**src/rtl/req_rr_arbiter_if.sv**
```systemverilog
// Request/grant bundle between N requesters and the round-robin arbiter.
// The arbiter takes the slave modport; request sources take the master modport.
interface req_rr_arbiter_if #(
  parameter int unsigned N = 2
);
  localparam int unsigned IDW = (N > 2) ? $clog2(N) : 1;

  logic [N-1:0]   req;
  logic [N-1:0]   gnt;
  logic [IDW-1:0] gnt_id;
  logic           busy;
  logic           timeout;

  modport master (
    output req,
    input  gnt,
    input  gnt_id,
    input  busy,
    input  timeout
  );

  modport slave (
    input  req,
    output gnt,
    output gnt_id,
    output busy,
    output timeout
  );
endinterface

```
**src/rtl/req_rr_arbiter.sv**
```systemverilog
// Round-robin arbiter with registered one-hot grant, per-ownership hold limit
// and a programmable idle gap after every release.
module req_rr_arbiter #(
  parameter int unsigned N          = 2,
  parameter int unsigned MAX_HOLD   = 4,
  parameter int unsigned GAP_CYCLES = 1
) (
  input  logic           clk,
  input  logic           rst_n,
  req_rr_arbiter_if.slave bus
);

  localparam int unsigned IDW       = (N > 2) ? $clog2(N) : 1;
  localparam int unsigned HW        = (MAX_HOLD > 1) ? $clog2(MAX_HOLD) : 1;
  localparam int unsigned GW        = (GAP_CYCLES > 1) ? $clog2(GAP_CYCLES) : 1;
  localparam int unsigned HOLD_LAST = MAX_HOLD - 1;
  localparam int unsigned GAP_LAST  = (GAP_CYCLES > 0) ? GAP_CYCLES - 1 : 0;

  typedef enum logic [1:0] {
    IDLE  = 2'd0,
    GRANT = 2'd1,
    GAP   = 2'd2
  } state_t;

  state_t         state_q, state_d;
  logic [IDW-1:0] ptr_q, ptr_d;
  logic [HW-1:0]  hold_q, hold_d;
  logic [GW-1:0]  gap_q, gap_d;
  logic [N-1:0]   gnt_q, gnt_d;
  logic [IDW-1:0] id_q, id_d;
  logic           to_q, to_d;

  logic [IDW-1:0] cand;
  logic [IDW-1:0] win_idx;
  logic           win_found;
  logic           release_w;

  // Circular priority scan starting at ptr: first requesting index wins.
  always_comb begin
    win_found = 1'b0;
    win_idx   = '0;
    cand      = '0;
    for (int unsigned k = 0; k < N; k++) begin
      cand = IDW'((32'(ptr_q) + k) % N);
      if (!win_found && bus.req[cand]) begin
        win_found = 1'b1;
        win_idx   = cand;
      end
    end
  end

  // Next-state and registered-output logic for IDLE/GRANT/GAP.
  always_comb begin
    state_d   = state_q;
    ptr_d     = ptr_q;
    hold_d    = hold_q;
    gap_d     = gap_q;
    gnt_d     = gnt_q;
    id_d      = id_q;
    to_d      = 1'b0;
    release_w = 1'b0;

    unique case (state_q)
      IDLE: begin
        if (win_found) begin
          gnt_d   = N'(1) << win_idx;
          id_d    = win_idx;
          hold_d  = '0;
          state_d = GRANT;
        end
      end

      GRANT: begin
        // A release on the owner's own drop takes precedence over the hold
        // limit, so timeout only fires when the owner is still requesting.
        if (!bus.req[id_q]) begin
          release_w = 1'b1;
        end else if (hold_q == HW'(HOLD_LAST)) begin
          release_w = 1'b1;
          to_d      = 1'b1;
        end else begin
          hold_d = hold_q + 1'b1;
        end

        if (release_w) begin
          gnt_d = '0;
          id_d  = '0;
          ptr_d = IDW'((32'(id_q) + 1) % N);
          if (GAP_CYCLES > 0) begin
            gap_d   = '0;
            state_d = GAP;
          end else begin
            state_d = IDLE;
          end
        end
      end

      GAP: begin
        gap_d = gap_q + 1'b1;
        if (gap_q == GW'(GAP_LAST)) begin
          state_d = IDLE;
        end
      end

      default: begin
        state_d = IDLE;
        gnt_d   = '0;
        id_d    = '0;
      end
    endcase
  end

  // State and output registers; async clear drops the grant immediately.
  always_ff @(posedge clk or negedge rst_n) begin
    if (!rst_n) begin
      state_q <= IDLE;
      ptr_q   <= '0;
      hold_q  <= '0;
      gap_q   <= '0;
      gnt_q   <= '0;
      id_q    <= '0;
      to_q    <= 1'b0;
    end else begin
      state_q <= state_d;
      ptr_q   <= ptr_d;
      hold_q  <= hold_d;
      gap_q   <= gap_d;
      gnt_q   <= gnt_d;
      id_q    <= id_d;
      to_q    <= to_d;
    end
  end

  assign bus.gnt     = gnt_q;
  assign bus.gnt_id  = id_q;
  assign bus.busy    = |gnt_q;
  assign bus.timeout = to_q;

endmodule

```
**src/flat_wrapper.sv**
```systemverilog
// flat-port wrapper written by rule: the top's interface ports become plain ports
module req_rr_arbiter_flat 
#(
  parameter int unsigned N          = 2,
  parameter int unsigned MAX_HOLD   = 4,
  parameter int unsigned GAP_CYCLES = 1
)
  (clk, rst_n, bus_req, bus_gnt, bus_gnt_id, bus_busy, bus_timeout);
  req_rr_arbiter_if #(.N(N)) bus_i ();
  input  logic clk;
  input  logic rst_n;
  input wire logic [$bits(bus_i.req)-1:0] bus_req;
  output wire logic [$bits(bus_i.gnt)-1:0] bus_gnt;
  output wire logic [$bits(bus_i.gnt_id)-1:0] bus_gnt_id;
  output wire logic [$bits(bus_i.busy)-1:0] bus_busy;
  output wire logic [$bits(bus_i.timeout)-1:0] bus_timeout;
  assign bus_i.req = bus_req;
  assign bus_gnt = bus_i.gnt;
  assign bus_gnt_id = bus_i.gnt_id;
  assign bus_busy = bus_i.busy;
  assign bus_timeout = bus_i.timeout;
  req_rr_arbiter #(.N(N), .MAX_HOLD(MAX_HOLD), .GAP_CYCLES(GAP_CYCLES)) u_core (.clk(clk), .rst_n(rst_n), .bus(bus_i));
endmodule
```
**config.mk**
```make
export PLATFORM = sky130hd
export DESIGN_NAME = req_rr_arbiter_flat
export DESIGN_NICKNAME = d
export VERILOG_FILES = /design/src/rtl/req_rr_arbiter_if.sv /design/src/rtl/req_rr_arbiter.sv /design/src/flat_wrapper.sv
export SDC_FILE = /design/constraint.sdc
export NUM_CORES = 1
export LEC_CHECK = 0
export CORE_AREA = 2 2 39 41
export CTS_BUF_LIST = sky130_fd_sc_hd__clkbuf_2
export DETAILED_ROUTE_END_ITERATION = 7
export DIE_AREA = 0 0 41 43
export PLACE_DENSITY = 0.53
export SLEW_MARGIN = 20
export SYNTH_ARGS = -nofsm -noshare
export SYNTH_HDL_FRONTEND = slang
export SYNTH_SLANG_ARGS = --single-unit
```
**constraint.sdc**
```tcl
create_clock -name clk -period 3.15 [get_ports clk]
set_clock_uncertainty 0.15 [all_clocks]
set_input_delay 0.7875 -clock clk [delete_from_list [all_inputs] [get_ports clk]]
set_output_delay 0.7875 -clock clk [all_outputs]
set_load 0.005 [all_outputs]
```
==> results.md <==
- Final TNS setup: 0 ps
- Final Power: roughly 0.00055 W
- Synth warnings: 0
- Ranking of synthesized cells by area: dfrtp_1, o21ai_0, mux2i_1
- Cell taking the most area after synthesis: dfrtp_1
- Synth async-reset ratio: 100%
- Fraction of layout instances using a drive strength above 1: roughly 17%
- Detail Placement HPWL: about 630 um
- Crit Path Max Fanout: 9
- Die area: 1760 sq um
- Launch point of the worst path: u_core.bus.gnt[1]$_DFFE_PN0P_
- Post-DR wirelength/cell: 11.6 um
- Area of the multi-input gates: about 200 sq um
- Postcts setup bufs: 0
- Syn_nets: 53
- Final Critical Period: approximately 2400 ps
- Synthesized area: roughly 460 sq um
- Leakage power: ~0.27 nW
- Die Ht: 43 um
- Pin count of the biggest net entering global routing: 10
- Clock sink count: 9
- Overflow after GRT: 0
- Distinct cell type count after synthesis: 21
- Status: complete, no violations
- Worst Hold Path EP: u_core.ptr_q$_DFFE_PN0P_
- RSZ-0062 raised after global routing: no
- First-pass GRT wire length: around 1.4 mm
- Resized cells post-CTS: 0
- # IOs: 9
- Htree depth: 1
- Worst reg2reg startpoint: u_core.hold_q[0]$_DFFE_PN0P_
- PnR worst setup slack: 722 ps
- Max cap viols: 0
- Final #Nets: 64
- Core footprint: around 1400 sq um
- Clk pin slew, worst setup/hold paths: ~90 ps
- Worst setup EP type: output pin
- Post-place setup slack: ~920 ps
- Initial Utilization: 33.5%
- Hold Fails Final Rpt: 0
- Count leader, synth: dfrtp_1
- Gr usage total: around an eighth
- Top post-synthesis cells by count: dfrtp_1, inv_1, o21ai_0
- Layout area overhead: 22.7%
- # hold bufs at CTS: 0
- Crit share post-route: ~77%
- CTS root buffer: clkbuf_2
- Routed vias/inst: roughly 5.0
- Rel. slew slack: roughly three quarters
- Layout fillers: roughly 150
- Critical path arrival: 1490 ps
- Vias in the first global route: about 350
- R2r setup slk: ~1600 ps
- Die X: approximately 41 um
- CP Launch Type: register
- Maximum vdd drop: 0.376 mV
- Rows: 14
- Synthesis-stage register bit count: 9
- Syn Inst Count: 48
- Placer Congestion: approximately 0.7
- First drt pass iteration count: 4
- Critical Path RT: 2210 ps
- Power Dens Cells: 975 nW/um^2
- Post-synth top area share: ~50%
- Port Buf Inserts: 8
- Avg Inst Size Synth: between 9 and 10 sq um
- Synth Flop Type: dfrtp_1
- Hold crit path type: register to register
- DRT iter0 DRCs: 10
- Sequential fraction of the synthesis area: about half
- Sequential Area: approximately 230 sq um
- Placed Area: 548 sq um
- Hold path start: u_core.ptr_q$_DFFE_PN0P_
- CTS Buf Count: 3
- Hold Crit Depth: 2
- Post-route cell area: between 500 and 600 sq um
- EDFF count, synth: 0
- Critical Setup Path Class: register to output pin
- Initial antenna violation count: 0
- CTS tree: done
- FF-to-FF End: u_core.hold_q[0]$_DFFE_PN0P_
- Drt total wl: 861 um
- Worst slew pin tran: around 360 ps
- Worst-case clock buffer depth: 2
- DR DRC count: 0
- Slew Limit Fails: 0
- Fmax: between 400 and 500 MHz
- Final setup vio count: 0
- ANT nets after route: 0
- Worst reg2reg path depth: 4
- Worst-Skew Late Latency: 240 ps
- Ant. Diodes: 0
- Vias: 370
## cells in the final DEF (no fill, tap or decap), types with 2 or more instances in the layout
master	count
dfrtp_1	9
clkdlybuf4s50_1	8
inv_1	5
o21ai_0	5
nand2_1	4
clkbuf_2	4
nor2_1	3
o21ai_1	3
mux2i_1	2
a21oi_1	2
nand3_1	2
## metal layers
layer	GRT usage [%]	part of all wire [%]	vias up
met4	8.00	3.4	0
met5	0	0	-
li1	-	-	185
met3	4.71	5.6	6
met1	16.3	48	168
met2	15.9	43	11
## critical path, cell delays in order, from the launching register on
cell             delay, ps
dfrtp_1                480
or2_2                  320
clkdlybuf4s50_1        440
## sequential cells by signal, indices dropped and copies added (netlist names)
name	cells
u_core.hold_q	2
u_core.bus.gnt	2
u_core.ptr_q	1
u_core.gap_q	1
u_core.state_q	2
u_core.bus.timeout	1
## metrics by stage
step / hold WS [ps] / util, % / cells
floorplan: 295 / - / 48
global placement: 323 / 39.6 / 70
detailed placement: 345 / 39.6 / 70
CTS: 365 / 41.0 / 74
global route: 431 / 41.0 / 74
finish: 361 / 41.0 / 74
## where the power goes
part / internal [W] / switching (W)
clock network: 0.0000337 / 0.0000394
registers: 0.000165 / 0.0000625
logic: 0.000146 / 0.000108
## area by class of cell
type / count / area share, %
clock buffers: 4 / 3.52
inverters: 5 / 3.30
multi-input cells: 32 / 35.9
flip-flops and latches: 9 / 39.6
well taps: 16 / 3.52
repair buffers: 8 / 14.1
## worst max-delay path by stage
stage,endpoint,depth (start not counted)
floorplan,u_core.hold_q[0]$_DFFE_PN0P_,4
global placement,u_core.hold_q[0]$_DFFE_PN0P_,5
detailed placement,u_core.hold_q[0]$_DFFE_PN0P_,5
CTS,bus_busy,2
global route,bus_busy,2
finish,bus_busy,2
## cell families after synthesis
group | count (synthesis) | share of synthesized area (%)
adders and majority gates | 1 | 2.70
muxes | 3 | 7.57
DFF | 9 | 48.6
and+or+nand+nor | 14 | 14.6
buffers and inverters | 7 | 7.30
AOI/OAI and AO/OA | 14 | 19.2
(Power assumes the default switching activity.)
